[src/rtl/nibble_serial_add_ctrl.sv]
// rtl/nibble_serial_add_ctrl.sv - sequences a shared 4-bit adder across operand nibbles, LSB first
module nibble_serial_add_ctrl #(
   parameter int NIBBLES = 4,
   localparam int W = 4 * NIBBLES,
   localparam int IDXW = (NIBBLES > 1) ? $clog2(NIBBLES) : 1
) (
   input  logic         clk,
   input  logic         rst_n,
   input  logic         start,
   input  logic [W-1:0] a,
   input  logic [W-1:0] b,
   input  logic         cin,
   output logic         busy,
   output logic         done,
   output logic [W-1:0] sum,
   output logic         cout,
   output logic         ovf,
   output logic [3:0]   adder_a,
   output logic [3:0]   adder_b,
   output logic         adder_cin,
   input  logic [3:0]   adder_s,
   input  logic         adder_cout
);

   typedef enum logic [1:0] {
      S_IDLE = 2'd0,
      S_RUN  = 2'd1,
      S_DONE = 2'd2
   } state_t;

   localparam logic [IDXW-1:0] LAST_IDX = IDXW'(NIBBLES - 1);

   state_t          state, state_nxt;
   logic [IDXW-1:0] idx;
   logic            carry;
   logic [W-1:0]    a_reg, b_reg;
   logic            cin_reg;
   logic            accept, last_nibble;

   assign accept      = (state == S_IDLE) && start;
   assign last_nibble = (state == S_RUN) && (idx == LAST_IDX);

   always_ff @(posedge clk or negedge rst_n) begin
      if (!rst_n) begin
         state <= S_IDLE;
      end else begin
         state <= state_nxt;
      end
   end

   always_comb begin
      state_nxt = state;
      busy      = 1'b0;
      done      = 1'b0;
      adder_a   = 4'd0;
      adder_b   = 4'd0;
      adder_cin = 1'b0;
      case (state)
         S_IDLE: begin
            if (start) state_nxt = S_RUN;
         end
         S_RUN: begin
            busy      = 1'b1;
            adder_a   = a_reg[4*idx +: 4];
            adder_b   = b_reg[4*idx +: 4];
            adder_cin = (idx == '0) ? cin_reg : carry;
            if (idx == LAST_IDX) state_nxt = S_DONE;
         end
         S_DONE: begin
            busy      = 1'b1;
            done      = 1'b1;
            state_nxt = S_IDLE;
         end
         default: state_nxt = S_IDLE;
      endcase
   end

   always_ff @(posedge clk or negedge rst_n) begin
      if (!rst_n) begin
         idx     <= '0;
         carry   <= 1'b0;
         a_reg   <= '0;
         b_reg   <= '0;
         cin_reg <= 1'b0;
         sum     <= '0;
         cout    <= 1'b0;
         ovf     <= 1'b0;
      end else if (accept) begin
         a_reg   <= a;
         b_reg   <= b;
         cin_reg <= cin;
         idx     <= '0;
         carry   <= 1'b0;
         sum     <= '0;
         cout    <= 1'b0;
         ovf     <= 1'b0;
      end else if (state == S_RUN) begin
         sum[4*idx +: 4] <= adder_s;
         carry           <= adder_cout;
         if (last_nibble) begin
            // Sign of the result comes straight from the final nibble, not the sum register.
            cout <= adder_cout;
            ovf  <= (a_reg[W-1] == b_reg[W-1]) && (adder_s[3] != a_reg[W-1]);
            idx  <= '0;
         end else begin
            idx <= idx + 1'b1;
         end
      end
   end

endmodule

[config.mk]
export PLATFORM = sky130hd
export DESIGN_NAME = nibble_serial_add_ctrl
export DESIGN_NICKNAME = d
export VERILOG_FILES = /design/src/rtl/nibble_serial_add_ctrl.sv
export SDC_FILE = /design/constraint.sdc
export NUM_CORES = 1
export LEC_CHECK = 0
export ABC_AREA = 1
export BUFFER_PORTS_ARGS = -buffer_cell sky130_fd_sc_hd__buf_2
export CAP_MARGIN = 0
export CORE_ASPECT_RATIO = 2
export CORE_MARGIN = 2
export CORE_UTILIZATION = 25
export CTS_CLUSTER_DIAMETER = 40
export DETAILED_ROUTE_END_ITERATION = 8
export PLACE_DENSITY = 0.5
export REMOVE_ABC_BUFFERS = 1
export SYNTH_ARGS = -nofsm -noshare
export SYNTH_HDL_FRONTEND = slang
export SYNTH_SLANG_ARGS = --single-unit
[constraint.sdc]
create_clock -name clk -period 2 [get_ports clk]
set_clock_uncertainty 0.15 [all_clocks]
set_input_delay 0.4 -clock clk [delete_from_list [all_inputs] [get_ports clk]]
set_output_delay 0.4 -clock clk [all_outputs]
set_load 0.02 [all_outputs]
# Word level (Yosys, flattened, before mapping)
# Index checks and enable logic that the tools add are counted.
# totals
wordCells	55
output_inout_bits	29
ramBits	0
register_bits	56
latchBits	0
n_memories	0
input_bits	41
mem_bits_ro	0
# classes
bitwise_logic	0
mux	23
magnitude_cmp	0
multipliers	0
n_eq_ne	7
n_reduce_logical	10
shifts	4
n_addsub	2
div_mod_pow	0
# op_table
operator	count
4-bit negation with 34-bit output	1
4-bit by 34-bit variable shift with 16-bit output (first input constant)	1
4-bit by 34-bit indexed part select with 16-bit output	1
16-bit 2-to-1 mux	2
16-bit by 5-bit indexed part select with 4-bit output	2
16-bit bitwise mux	1
1-bit 2-to-1 mux	12
2-bit 2-to-1 mux	5
4-bit 2-to-1 mux	2
2-bit == test (second input constant)	2
2-bit zero test	2
2-bit != test (second input constant)	2
2-bit one-hot mux with 2 select lines	1
2-bit AND reduction	2
2-bit nonzero test	2
1-bit logical AND	3
2-bit by 1-bit adder with 2-bit output (second input constant)	1
2-bit by 1-bit == test with 1-bit output (second input constant)	1
2-bit OR reduction	1
1-bit == test	1
1-bit != test	1

# Logic depth before layout (Yosys ltp)
# logic_depth
ltp_word	5
depth_mapped	9
mapped_depth_nobuf	8

# Worst setup path before layout
# No wires, ideal clock.
# synth_timing
path_kind	register -> output
start	register idx[1]
end	output adder_cin
n_path_buf	1
path_slack_ns	-0.012
stages_incl_launch_ff	7
required_time_ns	1.450
arrival_ns	1.462
path_cell_list	dfrtp_1 -> buf_4 -> clkinv_1 -> ha_1 -> inv_1 -> nor2_1 -> nor2_1
# synth_between
elab_chain_len	3
# synth_lines
element	line	text
start, declared	34	logic [IDXW-1:0] idx;
start signal, assigned	106	idx <= idx + 1'b1;
2-bit zero test	66	adder_cin = (idx == '0) ? cin_reg : carry;
1-bit 2-to-1 mux	66	
1-bit 2-to-1 mux	58	case (state)
end, declared	20	output logic adder_cin,
# No other way between the ends.

# Worst setup path after layout
# layout_timing
start	register idx[1]
end	output adder_b[3]
# layout_between
elab_chain_len	2
# layout_lines
element	line	text
16-bit by 5-bit indexed part select with 4-bit output	65	adder_b = b_reg[4*idx +: 4];
4-bit 2-to-1 mux	58	
end, declared	19	output logic [3:0] adder_b,
# No other way between the ends.

==> out/summary.json <==
{
  "synth": {
    "synth_xor_xnor_area_share": 0,
    "yosys_register_bits": 56,
    "synth-warning-count": 0,
    "synthTopCellsByArea": "dfrtp_1 50%, nand2_1 14%, o21ai_0 6.4%, inv_1 6.4%, nand3_1 5.0%",
    "yosys-top-cells-count": "106 x nand2_1, 56 x dfrtp_1, 48 x inv_1",
    "compound_gate_portion_of_the_synthesized_area": 0.122,
    "synth_async_sr_flop_share": 1.00,
    "synthDistinctLibCells": 21,
    "synth_adder_area_share": 0.0447,
    "yosys.area.top_type_share": 0.501,
    "syn-mean-instance-area_um2": 8.11,
    "synth_cells": 345,
    "synth.area.mux_share": 0,
    "synth_seq_area_share": 0.501,
    "post_synth_and_or_nand_nor_area_fraction": 0.222,
    "synth_top_family_by_area": "simple AND/OR/NAND/NOR gates",
    "netlist_area_um2": 2800,
    "synth_area_leader_cell": "dfrtp_1",
    "synth_top_flop_cell": "dfrtp_1",
    "synth_edf_count": 0,
    "synth.most_common_cell": "nand2_1"
  },
  "cts": {
    "clk-insertion-delay-late_ps": 300,
    "clock_tree_from_tritoncts": "built",
    "tritoncts.num_buffers": 5,
    "clock-sinks": 56,
    "clkSlewWorstSetupHoldPaths_ps": 80,
    "clock_root_buffer_master": "clkbuf_16",
    "clk_path_buf_depth": 2,
    "ctsHtreeMaxLevel": 2
  },
  "die": {
    "starting_density_of_the_core": 0.256,
    "floorplan.die.width_um": 78.8,
    "row_count": 54,
    "core_um2": 10900,
    "dieHeight_um": 154,
    "boundaryPins": 70,
    "die_area_um2": 12100
  },
  "drt": {
    "num_vias": 2471,
    "detail-route-antenna-nets": 0,
    "detail_route.iter0.violations": 128,
    "met1Wirelength_mm": 2.75,
    "drt_pass1_iterations": 4,
    "wl_mm": 7.42,
    "met3_length_um": 236,
    "top_layer_reached_by_signal_wires": "met4",
    "detail_route.vias_per_cell": 4.37,
    "drc": 0,
    "met2RoutedLength_mm": 4.14,
    "drt-wirelength-per-cell_um": 13.1
  },
  "timing": {
    "max_slew_margin": 0.753,
    "finalMaxSlewViolations": 0,
    "report.final.setup_viol": 1,
    "minimum_clock_period_ps": 2010,
    "hold_viol": 0,
    "tightest_slew_ps": 370,
    "post-route-worst-setup-slack_ps": -6.87,
    "final.period_utilization": 1.00,
    "rsz0062_at_grt": "yes",
    "achievable-frequency_mhz": 498
  },
  "pwr": {
    "p_per_area_nw_per_um2": 1500,
    "leakage_nw": 1.92,
    "peakVddDrop_v": 0.000441
  },
  "worst_setup_path": {
    "crit_fanout": 8,
    "worstPathCellList": "inv_2 -> buf_6 -> nand3_1 -> a21oi_2 -> buf_4",
    "regToRegStartpoint": "idx[0]$_DFFE_PN0P_",
    "crit_type": "reg -> out",
    "r2r-end": "sum[11]$_DFFE_PN0P_",
    "timing.critical_path.to_type": "output pin",
    "reg2regPathDepth": 7,
    "critical_path_max_stage_delay_ps": 400,
    "startpoint_type": "flop",
    "r2r_slack_ps": 240,
    "count_of_buffering_cells_on_the_critical_path_with_inverters_included": 3,
    "worst-endpoint-arrival_ps": 1460,
    "cp_slowest_cell": "dfrtp_1",
    "worst_ep_required_time_ps": 1450,
    "path_delay_family": "buffers and inverters"
  },
  "outcome": {
    "result_of_the_run": "finished with violations",
    "violations": "negative setup slack"
  },
  "global_routing": {
    "number_of_antenna_violations_at_the_first_check_in_global_routing": 0,
    "maximum_number_of_pins_on_one_net_before_global_route_repair": 65,
    "aggregate_global_route_resource_usage": 0.129,
    "grt_first_pass_wirelength_mm": 12.1,
    "globalRouteOverflowTotal": 0,
    "first_global_vias": 2514
  },
  "placed_design": {
    "place.port_buffers": 69,
    "placedCellCount": 548,
    "gp_congestion": 0.786,
    "standard_cell_area_after_detailed_placement_um2": 3290,
    "hpwlAfterDp_mm": 5.52
  },
  "layout": {
    "drive_gt1_frac": 0.284,
    "fin_cells": 566,
    "final_nets": 476,
    "area.growth.synth_to_final_pct": 31.2,
    "n_fill_cell": 1212,
    "antenna-diode-count": 0,
    "seq_area_um2": 1400,
    "area_of_combinational_cells_with_multiple_inputs_um2": 1160,
    "post-route-cell-area_um2": 3670,
    "utilization": 0.336
  },
  "worst_hold_path": {
    "hp-start": "a[8]",
    "hp-class": "in -> reg",
    "whs_endpoint": "a_reg[8]$_DFFE_PN0P_",
    "number_of_cells_on_the_worst_hold_path": 3
  },
  "run": {
    "cap_violations": 0
  }
}
-- layer usage --
| layer | track usage | vias up |
|---|---|---|
| li1 | - | 1241 |
| met3 | 0.0158 | 17 |
| met4 | 0.0681 | 0 |
| met2 | 0.238 | 58 |
| met1 | 0.141 | 1155 |
| met5 | 0 | - |
-- repair_timing --
action                                  CTS  global route
gates cloned                              0             1
setup buffers                             4             4
resized for setup                        17            21
endpoints found under the setup margin    8             9
hold endpoints to repair                 14             0
hold buffers                              1             0
pin swaps                                 2             4
-- per-stage QoR --
stage          setup TNS, ps  setup WS [ps]  hold slack (ps)  power, mW
6_report               -6.87          -6.87              158       5.51
5_1_grt                 -273          -46.8              165       5.99
4_1_cts                -10.9          -6.71              149       5.31
3_5_place_dp               0            179              186       4.19
3_3_place_gp               0            226              183       4.14
2_1_floorplan          -1070           -297            -45.6       3.35
-- worst min-delay path: cells and delay by family --
family	cells	cell delay, ps
AOI/OAI and AO/OA	1	50
and+or+nand+nor	1	60
buffers and inverters	1	70
-- cells in the final DEF (no fill, tap or decap), drive strengths merged --
cell type,n
a21oi,12
buf,85
clkbuf,7
clkinv,1
dfrtp,56
dlygate4sd3,1
ha,10
inv,53
nand2,107
nand3,28
nand4,2
nor2,13
nor3,1
o21ai,50
-- worst max path at each step --
| stage | to | from | slack (ps) | cells past startpoint |
|---|---|---|---|---|
| after floorplan | adder_cin | idx[0]$_DFFE_PN0P_ | -300 | 5 |
| after global placement | adder_a[0] | state[1]$_DFFE_PN0P_ | 230 | 5 |
| after detailed placement | adder_b[3] | state[1]$_DFFE_PN0P_ | 180 | 5 |
| after CTS | adder_b[3] | idx[0]$_DFFE_PN0P_ | -7 | 5 |
| after global routing | adder_b[3] | idx[1]$_DFFE_PN0P_ | -50 | 5 |
| final | adder_b[3] | idx[1]$_DFFE_PN0P_ | -7 | 5 |
-- kinds of logic (layout without fill, tap and decap cells) --
logic type / Yosys count / after routing
compound gates: 62 / 62
fa+ha+maj: 10 / 10
buf+inv: 66 / 147
flops: 56 / 56
simple gates: 151 / 151
-- final cells by class --
cell class	count	area share
clock inverter	2	0.00375
inverter	52	0.0545
timing repair buffer	87	0.159
tap	140	0.0477
clock buffer	6	0.0378
multi-input combinational	223	0.316
sequential	56	0.382
-- where the power goes --
group	internal (mW)	switching [mW]
Combinational	1.10	1.77
Sequential	1.56	0.153
Clock	0.502	0.424
Total	3.16	2.35
Note: power is estimated with default switching activity, not from simulation.
